===== src/rtl/fence_flush_ctrl_pkg.sv =====
// Fence request types, sequencer states and small decode helpers
// shared by the fence/flush controller and its users.
package fence_flush_ctrl_pkg;

    typedef enum logic [1:0] {
        FENCE      = 2'd0,
        FENCE_I    = 2'd1,
        SFENCE_VMA = 2'd2
    } fence_type_e;

    typedef enum logic [2:0] {
        S_IDLE   = 3'd0,
        S_DRAIN  = 3'd1,
        S_DFLUSH = 3'd2,
        S_IFLUSH = 3'd3,
        S_TFLUSH = 3'd4,
        S_DONE   = 3'd5
    } fence_state_e;

    // Encoding 3 is reserved and behaves as a plain FENCE.
    function automatic fence_type_e norm_type(input logic [1:0] t);
        return (t == 2'd1) ? FENCE_I : (t == 2'd2) ? SFENCE_VMA : FENCE;
    endfunction

    function automatic fence_state_e step_after_d(input fence_type_e t);
        return (t == FENCE_I) ? S_IFLUSH : (t == SFENCE_VMA) ? S_TFLUSH : S_DONE;
    endfunction

endpackage


===== src/rtl/fence_flush_ctrl_wdog.sv =====
// Saturating ack-wait watchdog: clears on clr_i, counts while en_i,
// flags expiry on the LIMIT-th enabled cycle. LIMIT=0 disables it.
module fence_wdog_cnt #(
    parameter int LIMIT = 1024
) (
    input  logic clk_i,
    input  logic rst_i,
    input  logic clr_i,
    input  logic en_i,
    output logic expire_o
);
    localparam int CW = (LIMIT > 1) ? $clog2(LIMIT) : 1;
    localparam logic [CW-1:0] LAST = CW'((LIMIT > 0) ? LIMIT - 1 : 0);

    logic [CW-1:0] r_cnt;

    always_ff @(posedge clk_i or posedge rst_i) begin
        if (rst_i) begin
            r_cnt <= '0;
        end else if (clr_i) begin
            r_cnt <= '0;
        end else if (en_i && (r_cnt != LAST)) begin
            r_cnt <= r_cnt + 1'b1;
        end
    end

    assign expire_o = (LIMIT > 0) && en_i && (r_cnt == LAST);

endmodule


===== src/rtl/fence_flush_ctrl.sv =====
// Sequences FENCE / FENCE.I / SFENCE.VMA: drain stores, optional D-cache
// flush, I-cache or TLB flush, then a done pulse to commit.
module fence_flush_ctrl
    import fence_flush_ctrl_pkg::*;
#(
    parameter bit FLUSH_ON_FENCE = 1'b0,
    parameter bit INVAL_ON_FLUSH = 1'b0,
    parameter bit DCACHE_WB      = 1'b0,
    parameter int MAX_OUT_STORES = 7,
    parameter int WDOG_CYCLES    = 1024,
    localparam int CW            = $clog2(MAX_OUT_STORES + 1)
) (
    input  logic          clk_i,
    input  logic          rst_i,
    input  logic          req_valid_i,
    input  logic [1:0]    req_type_i,
    output logic          req_ready_o,
    input  logic          st_buf_empty_i,
    input  logic [CW-1:0] st_out_cnt_i,
    output logic          dcache_flush_o,
    output logic          dcache_inval_o,
    input  logic          dcache_ack_i,
    output logic          icache_flush_o,
    output logic          tlb_flush_o,
    output logic          busy_o,
    output logic          done_o,
    output logic          wdog_err_o
);
    fence_state_e r_state;
    fence_state_e w_next;
    fence_type_e  r_type;

    logic r_ready, r_busy, r_dflush, r_inval;
    logic r_iflush, r_tflush, r_done, r_err;
    logic w_accept, w_clean, w_need_d, w_ack, w_expire;

    assign w_accept = req_valid_i && r_ready;
    assign w_clean  = st_buf_empty_i && (st_out_cnt_i == '0);
    assign w_need_d = ((r_type == FENCE) && FLUSH_ON_FENCE)
                   || ((r_type == FENCE_I) && DCACHE_WB);
    assign w_ack    = dcache_ack_i && (r_state == S_DFLUSH);

    fence_wdog_cnt #(.LIMIT(WDOG_CYCLES)) u_wdog (
        .clk_i   (clk_i),
        .rst_i   (rst_i),
        .clr_i   ((r_state != S_DFLUSH) && (w_next == S_DFLUSH)),
        .en_i    (r_state == S_DFLUSH),
        .expire_o(w_expire)
    );

    always_comb begin
        w_next = r_state;
        unique case (r_state)
            S_IDLE:   if (w_accept) w_next = S_DRAIN;
            S_DRAIN:  if (w_clean)
                          w_next = w_need_d ? S_DFLUSH : step_after_d(r_type);
            S_DFLUSH: if (w_ack || w_expire) w_next = step_after_d(r_type);
            S_IFLUSH: w_next = S_DONE;
            S_TFLUSH: w_next = S_DONE;
            S_DONE:   w_next = S_IDLE;
            default:  w_next = S_IDLE;
        endcase
    end

    // Outputs are registered from the next state, so none follow inputs.
    always_ff @(posedge clk_i or posedge rst_i) begin
        if (rst_i) begin
            r_state  <= S_IDLE;
            r_type   <= FENCE;
            r_ready  <= 1'b1;
            r_busy   <= 1'b0;
            r_dflush <= 1'b0;
            r_inval  <= 1'b0;
            r_iflush <= 1'b0;
            r_tflush <= 1'b0;
            r_done   <= 1'b0;
            r_err    <= 1'b0;
        end else begin
            r_state  <= w_next;
            if (w_accept) r_type <= norm_type(req_type_i);
            r_ready  <= (w_next == S_IDLE);
            r_busy   <= (w_next != S_IDLE);
            r_dflush <= (w_next == S_DFLUSH);
            r_inval  <= INVAL_ON_FLUSH && (w_next == S_DFLUSH);
            r_iflush <= (w_next == S_IFLUSH);
            r_tflush <= (w_next == S_TFLUSH);
            r_done   <= (w_next == S_DONE);
            if (w_expire && !w_ack) r_err <= 1'b1;
        end
    end

    assign req_ready_o    = r_ready;
    assign busy_o         = r_busy;
    assign dcache_flush_o = r_dflush;
    assign dcache_inval_o = r_inval;
    assign icache_flush_o = r_iflush;
    assign tlb_flush_o    = r_tflush;
    assign done_o         = r_done;
    assign wdog_err_o     = r_err;

endmodule


===== config.mk =====
export PLATFORM = sky130hd
export DESIGN_NAME = fence_flush_ctrl
export DESIGN_NICKNAME = d
export VERILOG_FILES = /design/src/rtl/fence_flush_ctrl_pkg.sv /design/src/rtl/fence_flush_ctrl_wdog.sv /design/src/rtl/fence_flush_ctrl.sv
export SDC_FILE = /design/constraint.sdc
export NUM_CORES = 1
export LEC_CHECK = 0
export ABC_AREA = 1
export CAP_MARGIN = 10
export CORE_MARGIN = 2
export CORE_UTILIZATION = 45
export CTS_CLUSTER_SIZE = 12
export DETAILED_ROUTE_END_ITERATION = 10
export GPL_ROUTABILITY_DRIVEN = 0
export GPL_TIMING_DRIVEN = 0
export HOLD_SLACK_MARGIN = 0.15
export PLACE_DENSITY = 0.81
export SLEW_MARGIN = 20
export SYNTH_ARGS = -nofsm -noshare
export SYNTH_HDL_FRONTEND = slang
export SYNTH_SLANG_ARGS = --single-unit

===== constraint.sdc =====
create_clock -name clk_i -period 2.55 [get_ports clk_i]
set_input_delay 0.255 -clock clk_i [delete_from_list [all_inputs] [get_ports clk_i]]
set_output_delay 0.255 -clock clk_i [all_outputs]
set_load 0.01 [all_outputs]

==> results of run 1 <==
[through the flow]
step	setup slack, ns	utilization	instances	hold WS (ns)	instance area, um^2
after floorplan	1.22	-	143	0.243	1170
after global placement	1.03	0.554	189	0.463	1370
after detailed placement	0.999	0.554	189	0.473	1370
after CTS	0.895	0.568	193	0.405	1410
after global routing	0.864	0.568	193	0.465	1410
final	0.915	0.568	193	0.384	1410
[power by group through the flow]
stage	Combinational, uW	Clock, uW	Sequential (uW)
global placement	376	0	475
global route	436	215	480
floorplan	252	0	486
CTS	400	200	471
finish	398	193	471
detailed placement	397	0	478
[registers in the layout (all words and copies together), names as in the netlist]
register / cells
u_wdog.r_cnt: 10
r_state: 3
r_type: 2
busy_o: 1
dcache_flush_o: 1
done_o: 1
icache_flush_o: 1
req_ready_o: 1
tlb_flush_o: 1
wdog_err_o: 1
[Yosys cell counts (2+ instances only)]
| library cell | number | area (um^2) |
|---|---|---|
| nand2_1 | 37 | 139 |
| dfrtp_1 | 21 | 526 |
| inv_1 | 21 | 78.8 |
| nand3_1 | 10 | 50.1 |
| nor2_1 | 8 | 30.0 |
| o21ai_0 | 6 | 30.0 |
| nand2_2 | 5 | 31.3 |
| xor2_1 | 4 | 35.0 |
| a21oi_1 | 3 | 15.0 |
| o21ai_1 | 3 | 15.0 |
| inv_2 | 2 | 7.51 |
| nand2_4 | 2 | 22.5 |
| nand4_1 | 2 | 12.5 |
| nor2_2 | 2 | 12.5 |
| nor2_4 | 2 | 22.5 |
| nor3_1 | 2 | 10.0 |
| o21bai_1 | 2 | 15.0 |
| xnor2_1 | 2 | 17.5 |
[cell families after synthesis]
kind of cell               count (synthesis)  share of synthesized area
DFF                                       22                      0.470
xor gates and xnor gates                   6                     0.0448
adders and majority gates                  1                     0.0107
and+or+nand+nor                           73                      0.311
buffers and inverters                     25                     0.0896
AOI/OAI and AO/OA                         15                     0.0704
other                                      1                    0.00320
[worst max path at each step]
| stage | startpoint | endpoint | slack (ns) | depth (start not counted) |
|---|---|---|---|---|
| 3_5_place_dp | st_buf_empty_i | req_ready_o | 1.0 | 7 |
| 6_report | req_ready_o | req_ready_o | 0.91 | 1 |
| 2_1_floorplan | u_wdog.r_cnt[0] | dcache_flush_o | 1.22 | 8 |
| 5_1_grt | req_ready_o | req_ready_o | 0.86 | 1 |
| 4_1_cts | req_ready_o | req_ready_o | 0.90 | 1 |
| 3_3_place_gp | st_buf_empty_i | busy_o | 1.03 | 8 |
[metal layers]
layer	global-route usage	wire, um	vias up
met3	0.0511	75	4
met4	0.0528	35	0
met1	0.154	877	440
met2	0.300	1110	21
met5	0	0	-
li1	-	-	479
[final cells by class]
cell class,instances,share of cell area
tap,30,0.0267
inverter,23,0.0613
multi-input combinational,96,0.367
sequential,22,0.392
clock buffer,4,0.0258
timing repair buffer,16,0.114
buffer,2,0.0133
==> flow_summary.yaml, run 1 <==
layout:
  final_common_cell: "nand2_1"
  multi_input_area_um2: 517
  nFillCells: 241
  layout-area-overhead-vs-synth_pct: 19.9
  layout_common_cells: "nand2_1 (37), inv_1 (21), dfrtp_1 (21), clkdlybuf4s50_1 (16), nand3_1 (10)"
  ff_latch_area_um2: 552
  antenna_cells: 0
  drive_gt1_frac: 0.141
  final_nets: 175
timing:
  worst_pin_slew_ns: 0.816
  setup_viol: 0
  hold_viol: 0
  clock_skew_ns: 0.0120
  layout_min_cycle_time_ns: 1.64
  fin_setup_tns_ns: 0
  grt_setup_unrepaired: "false"
  max_slew_margin: 0.455
  final-max-slew-violation-count: 0
  max_freq_mhz: 611
  min_period_over_period: 0.641
placed_design:
  hpwl_mm: 1.66
  io_buffers: 16
synthesis:
  synth_warnings: 0
  ys_seq_area_frac: 0.470
  ys_seq_elements: 22
  synth-async-reset-ratio: 1.00
  syn_inst: 143
  syn-cell-area_um2: 1170
  syn-num-nets: 154
  post_synth_num_cell_types: 27
  ys.flop_type: "dfrtp_1"
  avgSynthCellArea_um2: 8.21
  synth-edff-count: 0
pwr:
  pwr-share-seq: 0.444
  p_sw_frac: 0.363
  vdd_drop_max_v: 0.000635
  power_uw: 1060
  leakage_uw: 0.000659
  p_clk_frac: 0.182
  p_per_area_nw_per_um2: 754
  p_comb_frac: 0.375
  p_sw_uw: 386
  p_int_uw: 676
floorplanning:
  initial_core_util: 0.474
  die-area_um2: 3030
  rows: 18
  die_y_um: 55.1
  ios: 18
  die-width_um: 55.1
  core_area_um2: 2480
worst_setup_path:
  crit_type: "flip-flop to primary output"
  cp_slowest_stage_delay_ns: 0.55
  cp-start-kind: "flip-flop"
  r2r_start: "u_wdog.r_cnt[0]"
  crit_fanout: 2
  end_kind: "primary output"
  worstPathArrival_ns: 1.38
  r2r_setup_slack_ns: 1.05
  path_buf_inv: 1
  reg2regPathDepth: 8
  crit_chain: "clkdlybuf4s50_1"
  r2r-end: "dcache_flush_o"
  worst_ep_required_time_ns: 2.30
  cp_top_family: "flip-flops"
  cpMaxStageDelayCell: "dfstp_2"
detailed_routing:
  drt-initial-drc-count: 23
  wirelength_mm: 2.10
  vias_per_cell: 4.89
  wl_per_cell_um: 10.9
  ant_nets: 0
  remaining_drc_errors: 0
  routed-via-count: 944
  drt_pass1_iterations: 4
clock_network:
  cts_setup_buffers: 0
  post_cts_resized: 0
  cts_buffers: 3
  cts_tree: "done"
  clock_latency_ns: 0.31
  holdBufCountCts: 0
  htree_levels: 1
  root_buffer: "clkbuf_4"
  clockBufferDepth: 2
  clk_pin_slew_ns: 0.12
  cts_sinks: 22
global_routing:
  grt_pass1_vias: 886
  track_usage: 0.156
  grt-ovfl-total: 0
  antenna_found_initial: 0
  grt_pass1_wl_mm: 3.35
  grt_start_max_net_pins: 23
status:
  status: "completed"
run:
  max_cap_violations: 0
worst_hold_path:
  min_path_type: "input pin to async pin"
Note: power is estimated with default switching activity, not from simulation.
==> inputs of run 2 (changes only) <==
--- a/config.mk
+++ b/config.mk
@@ -14,7 +14,7 @@
 export GPL_ROUTABILITY_DRIVEN = 0
 export GPL_TIMING_DRIVEN = 0
 export HOLD_SLACK_MARGIN = 0.15
-export PLACE_DENSITY = 0.81
+export PLACE_DENSITY = 0.83
 export SLEW_MARGIN = 20
 export SYNTH_ARGS = -nofsm -noshare
 export SYNTH_HDL_FRONTEND = slang
==> constraint.sdc (replaced) <==
create_clock -name clk_i -period 1.5 [get_ports clk_i]
set_input_delay 0.15 -clock clk_i [delete_from_list [all_inputs] [get_ports clk_i]]
set_output_delay 0.15 -clock clk_i [all_outputs]
set_load 0.01 [all_outputs]
==> run 2 against run 1 <==
Compared with the run above:
- flip-flop and latch count is the same
- combinational power grew 76%
- highest routed layer unchanged
- largest power group unchanged
- first-iteration DRC count shrank 13%
==> flow_summary.yaml, run 2 (synthesized netlist as in run 1, its figures left out) <==
status:
  status: "completed"
detailed_routing:
  drt_pass1_iterations: 4
  remaining_drc_errors: 0
  routed-via-count: 976
  ant_nets: 0
  wl_per_cell_um: 11.5
  drt-initial-drc-count: 20
  vias_per_cell: 4.98
  wirelength_mm: 2.25
clock_network:
  clock_latency_ns: 0.32
  htree_levels: 1
  cts_sinks: 22
  cts_tree: "done"
  cts_buffers: 3
  root_buffer: "clkbuf_4"
  clk_pin_slew_ns: 0.13
  clockBufferDepth: 2
layout:
  nFillCells: 226
  top_register: "u_wdog.r_cnt"
  stdcell_count: 196
  reg.largest.list: "u_wdog.r_cnt: 10 flops, r_state: 3 flops, r_type: 2 flops"
  layout-area-overhead-vs-synth_pct: 23.0
  final_common_cell: "nand2_1"
  final_nets: 178
  layout_common_cells: "nand2_1 (36), inv_1 (21), dfrtp_1 (21), clkdlybuf4s50_1 (15), nand3_1 (9)"
  largest_register_ffs: 10
  antenna_cells: 0
  ff_latch_area_um2: 552
  multi_input_area_um2: 532
  drive_gt1_frac: 0.187
worst_hold_path:
  min_path_type: "input pin to async pin"
placed_design:
  io_buffers: 16
  place_inst: 189
  hpwl_mm: 1.65
worst_setup_path:
  worst_ep_required_time_ns: 1.75
  cp-start-kind: "flip-flop"
  crit_fanout: 3
  crit_type: "flip-flop to flip-flop"
  worstPathArrival_ns: 1.71
  end_kind: "flip-flop"
run:
  max_cap_violations: 0
floorplanning:
  rows: 18
  die-area_um2: 3030
  ios: 18
  initial_core_util: 0.474
  core_area_um2: 2480
  die_y_um: 55.1
  die-width_um: 55.1
timing:
  min_period_over_period: 0.978
  layout_min_cycle_time_ns: 1.47
  clock_skew_ns: 0.0140
  final-max-slew-violation-count: 0
  worst_pin_slew_ns: 0.831
  max_freq_mhz: 682
  max_slew_margin: 0.446
  hold_viol: 0
  setup_viol: 0
global_routing:
  antenna_found_initial: 0
  grt-ovfl-total: 0
  track_usage: 0.156
  grt_pass1_wl_mm: 3.35
  grt_pass1_vias: 853
  grt_start_max_net_pins: 23
pwr:
  p_per_area_nw_per_um2: 1270
  power_uw: 1830
  vdd_drop_max_v: 0.000976
  leakage_uw: 0.000681
==> run 2: changes by cell type in the layout (fill, tap and decap cells not counted) <==
cell	delta
nor2_2	+2
clkdlybuf4s50_1	-1
nand3_2	+1
nand2_2	+1
ha_1	-1
dlygate4sd2_1	+1
nand3_1	-1
nor2_1	-2
buf_4	+3
ha_2	+1
nand2_1	-1
==> run 2: through the flow <==
| stage | hold slack (ns) | instance area (um^2) | worst slack [ns] | util | setup TNS [ns] |
|---|---|---|---|---|---|
| global placement | 0.463 | 1370 | 0.0423 | 0.554 | 0 |
| detailed placement | 0.465 | 1370 | 0.000284 | 0.554 | 0 |
| global route | 0.376 | 1440 | -0.0203 | 0.583 | -0.0301 |
| finish | 0.279 | 1440 | 0.0335 | 0.583 | 0 |
| CTS | 0.301 | 1410 | 0.0219 | 0.569 | 0 |
| floorplan | 0.138 | 1170 | 0.170 | - | 0 |
==> run 2: final timing paths <==
check | from | endpoint | slack, ns | depth (start not counted)
min | rst_i | u_wdog.r_cnt[9] | 0.28 | 2
max | u_wdog.r_cnt[0] | tlb_flush_o | 0.03 | 9
min in group clk_i | req_type_i[1] | r_type[1] | 0.41 | 3
max reg2reg | u_wdog.r_cnt[0] | tlb_flush_o | 0.03 | 9
min reg2reg | wdog_err_o | wdog_err_o | 0.49 | 1
max in group asynchronous | rst_i | done_o | 0.70 | 2
==> run 2: final cells by class <==
| class | count | area share |
|---|---|---|
| Inverter | 23 | 0.0598 |
| Sequential cell | 22 | 0.382 |
| Multi-Input combinational cell | 96 | 0.368 |
| Clock buffer | 4 | 0.0251 |
| Timing Repair Buffer | 19 | 0.126 |
| Buffer | 2 | 0.0130 |
| Tap cell | 30 | 0.0260 |
==> run 2: timing repair <==
| item | CTS | global route |
|---|---|---|
| pin swaps | 0 | 2 |
| gates cloned | 0 | 0 |
| endpoints found under the setup margin | 5 | 13 |
| hold buffers | 0 | 0 |
| setup buffers | 0 | 3 |
| resized for setup | 2 | 4 |
==> run 2: layer usage <==
metal / global-route usage / part of all wire / vias up / wire length (um)
met2: 0.300 / 0.55 / 22 / 1230
met1: 0.154 / 0.39 / 465 / 888
li1: - / - / 487 / -
met4: 0.0488 / 0.0076 / 0 / 17
met3: 0.0538 / 0.050 / 2 / 113
met5: 0 / 0 / - / 0
==> run 2: worst max-delay path: stages (launching register included) <==
cell     delay [ns]
dfrtp_1        0.40
ha_2           0.21
nand3_1        0.10
nor2_2         0.17
nand3_4        0.11
nand2_2        0.09
nand2_2        0.10
nand2_4        0.08
inv_2          0.03
nor2_2         0.09
==> run 2: report_power, final <==
group / leakage, uW / internal, uW / switching, uW
registers: 0.000292 / 721 / 77.6
logic: 0.000368 / 290 / 412
clock network: 0.0000210 / 148 / 184
==> inputs of run 3 (changes only) <==
--- a/config.mk
+++ b/config.mk
@@ -6,6 +6,7 @@
 export NUM_CORES = 1
 export LEC_CHECK = 0
 export ABC_AREA = 1
+export ABC_CLOCK_PERIOD_IN_PS = 1260
 export CAP_MARGIN = 10
 export CORE_MARGIN = 2
 export CORE_UTILIZATION = 45
==> constraint.sdc (replaced) <==
create_clock -name clk_i -period 1.26 [get_ports clk_i]
set_input_delay 0.126 -clock clk_i [delete_from_list [all_inputs] [get_ports clk_i]]
set_output_delay 0.126 -clock clk_i [all_outputs]
set_load 0.01 [all_outputs]
==> run 3 against run 2 <==
Compared with the run above:
- the flow now finishes with violations (setup timing)
- wire length rose by 20%
- first-iteration DRC count up 15%
- via count increased by 6.6%
- core utilization rose by 9.5 points
- sequential power up 21%
- critical path depth decreased by 2
- critical endpoint is now u_wdog.r_cnt[2]
==> flow_summary.yaml, run 3 (synthesized netlist as in run 1, its figures left out) <==
floorplanning:
  die-area_um2: 3030
  core_area_um2: 2480
  die_y_um: 55.1
  rows: 18
  ios: 18
  initial_core_util: 0.474
  die-width_um: 55.1
placed_design:
  hpwl_mm: 1.74
  io_buffers: 16
  pre_cts_ws_ns: -0.239
clock_network:
  clockBufferDepth: 2
  cts_tree: "done"
  htree_levels: 1
  clk_pin_slew_ns: 0.13
  root_buffer: "clkbuf_4"
  holdBufCountCts: 0
  clock_latency_ns: 0.32
  cts_buffers: 3
  cts_sinks: 22
timing:
  worst_slack_ns: -0.0824
  clock_skew_ns: 0.00328
  final-max-slew-violation-count: 0
  hold_viol: 0
  layout_min_cycle_time_ns: 1.34
  min_period_over_period: 1.07
  worst_pin_slew_ns: 0.844
  grt_setup_unrepaired: "true"
  max_slew_margin: 0.436
  max_freq_mhz: 745
  setup_viol: 16
  fin_setup_tns_ns: -0.831
global_routing:
  grt_pass1_wl_mm: 4.35
  antenna_found_initial: 0
  grt-ovfl-total: 0
  track_usage: 0.207
  grt_start_max_net_pins: 23
  grt_pass1_vias: 998
layout:
  final_common_cell: "nand2_1"
  layout_common_cells: "nand2_1 (26), dfrtp_1 (19), inv_1 (18), nand2_2 (12), buf_4 (12)"
  layout-area-overhead-vs-synth_pct: 43.1
  reg.largest.list: "u_wdog.r_cnt: 10 flops, r_state: 3 flops, r_type: 2 flops"
  drive_gt1_frac: 0.384
  top_register: "u_wdog.r_cnt"
  final_nets: 189
  largest_register_ffs: 10
  antenna_cells: 0
worst_setup_path:
  reg2regPathDepth: 7
  cp-start-kind: "flip-flop"
  end_kind: "flip-flop"
  worst_ep_required_time_ns: 1.51
  startpoint: "u_wdog.r_cnt[6]"
  r2r_start: "u_wdog.r_cnt[6]"
  crit_fanout: 5
  crit_type: "flip-flop to flip-flop"
  worstPathArrival_ns: 1.59
status:
  status: "finished, violations left"
  violations: "setup timing"
detailed_routing:
  wl_per_cell_um: 13.0
  drt_pass1_iterations: 4
  ant_nets: 0
  routed-via-count: 1040
  wirelength_mm: 2.69
  remaining_drc_errors: 0
  vias_per_cell: 5.02
  drt-initial-drc-count: 23
pwr:
  leakage_uw: 0.000779
  p_per_area_nw_per_um2: 1570
  vdd_drop_max_v: 0.00124
worst_hold_path:
  min_path_type: "input pin to async pin"
run:
  max_cap_violations: 0
[run 3: power breakdown]
part	total (uW)	switching, uW	internal, uW
clock network	552	230	322
logic	1120	618	501
registers	969	107	862
[run 3: stage by stage]
step | hold WS [ns] | area (um^2) | util | instances | total power, uW
6_report | 0.265 | 1680 | 0.678 | 207 | 2640
5_1_grt | 0.354 | 1680 | 0.678 | 207 | 2800
4_1_cts | 0.291 | 1630 | 0.657 | 204 | 2530
3_5_place_dp | 0.467 | 1390 | 0.563 | 189 | 1790
3_3_place_gp | 0.464 | 1390 | 0.563 | 189 | 1730
2_1_floorplan | 0.114 | 1200 | - | 143 | 1500
[run 3: layer usage]
| metal | GRT usage | routed length [um] |
|---|---|---|
| met1 | 0.211 | 995 |
| met2 | 0.415 | 1560 |
| met3 | 0.0323 | 87 |
| met4 | 0.0772 | 43 |
| met5 | 0 | 0 |
[run 3: layout make-up]
cell class / instances / area [um^2]
Clock inverter: 1 / 30.0
Clock buffer: 3 / 22.5
Timing Repair Buffer: 30 / 273
Tap cell: 30 / 37.5
Fill cell: 192 / 798
Multi-Input combinational cell: 96 / 654
Inverter: 23 / 88.8
Buffer: 2 / 18.8
Sequential cell: 22 / 554
[run 3: final timing paths]
check / slack (ns) / endpoint
min: 0.26 / busy_o
max in group asynchronous: 0.42 / r_state[2]
max: -0.08 / u_wdog.r_cnt[2]
min reg2reg: 0.49 / wdog_err_o
min in group clk_i: 0.38 / r_type[0]
max reg2reg: -0.08 / u_wdog.r_cnt[2]
[run 3: repair_timing]
action	in CTS	in global routing
cloned	1	0
pin swaps	15	5
setup endpoints to repair	26	21
gates resized for setup	42	10
setup buffers	10	3
[run 3: critical path, cell delays in order, from the launching register on]
cell     delay (ns)
dfrtp_1        0.42
nand2_1        0.14
nor2_4         0.20
nand3_4        0.12
nand2_4        0.13
buf_6          0.14
nand2_2        0.04
o21ai_1        0.07
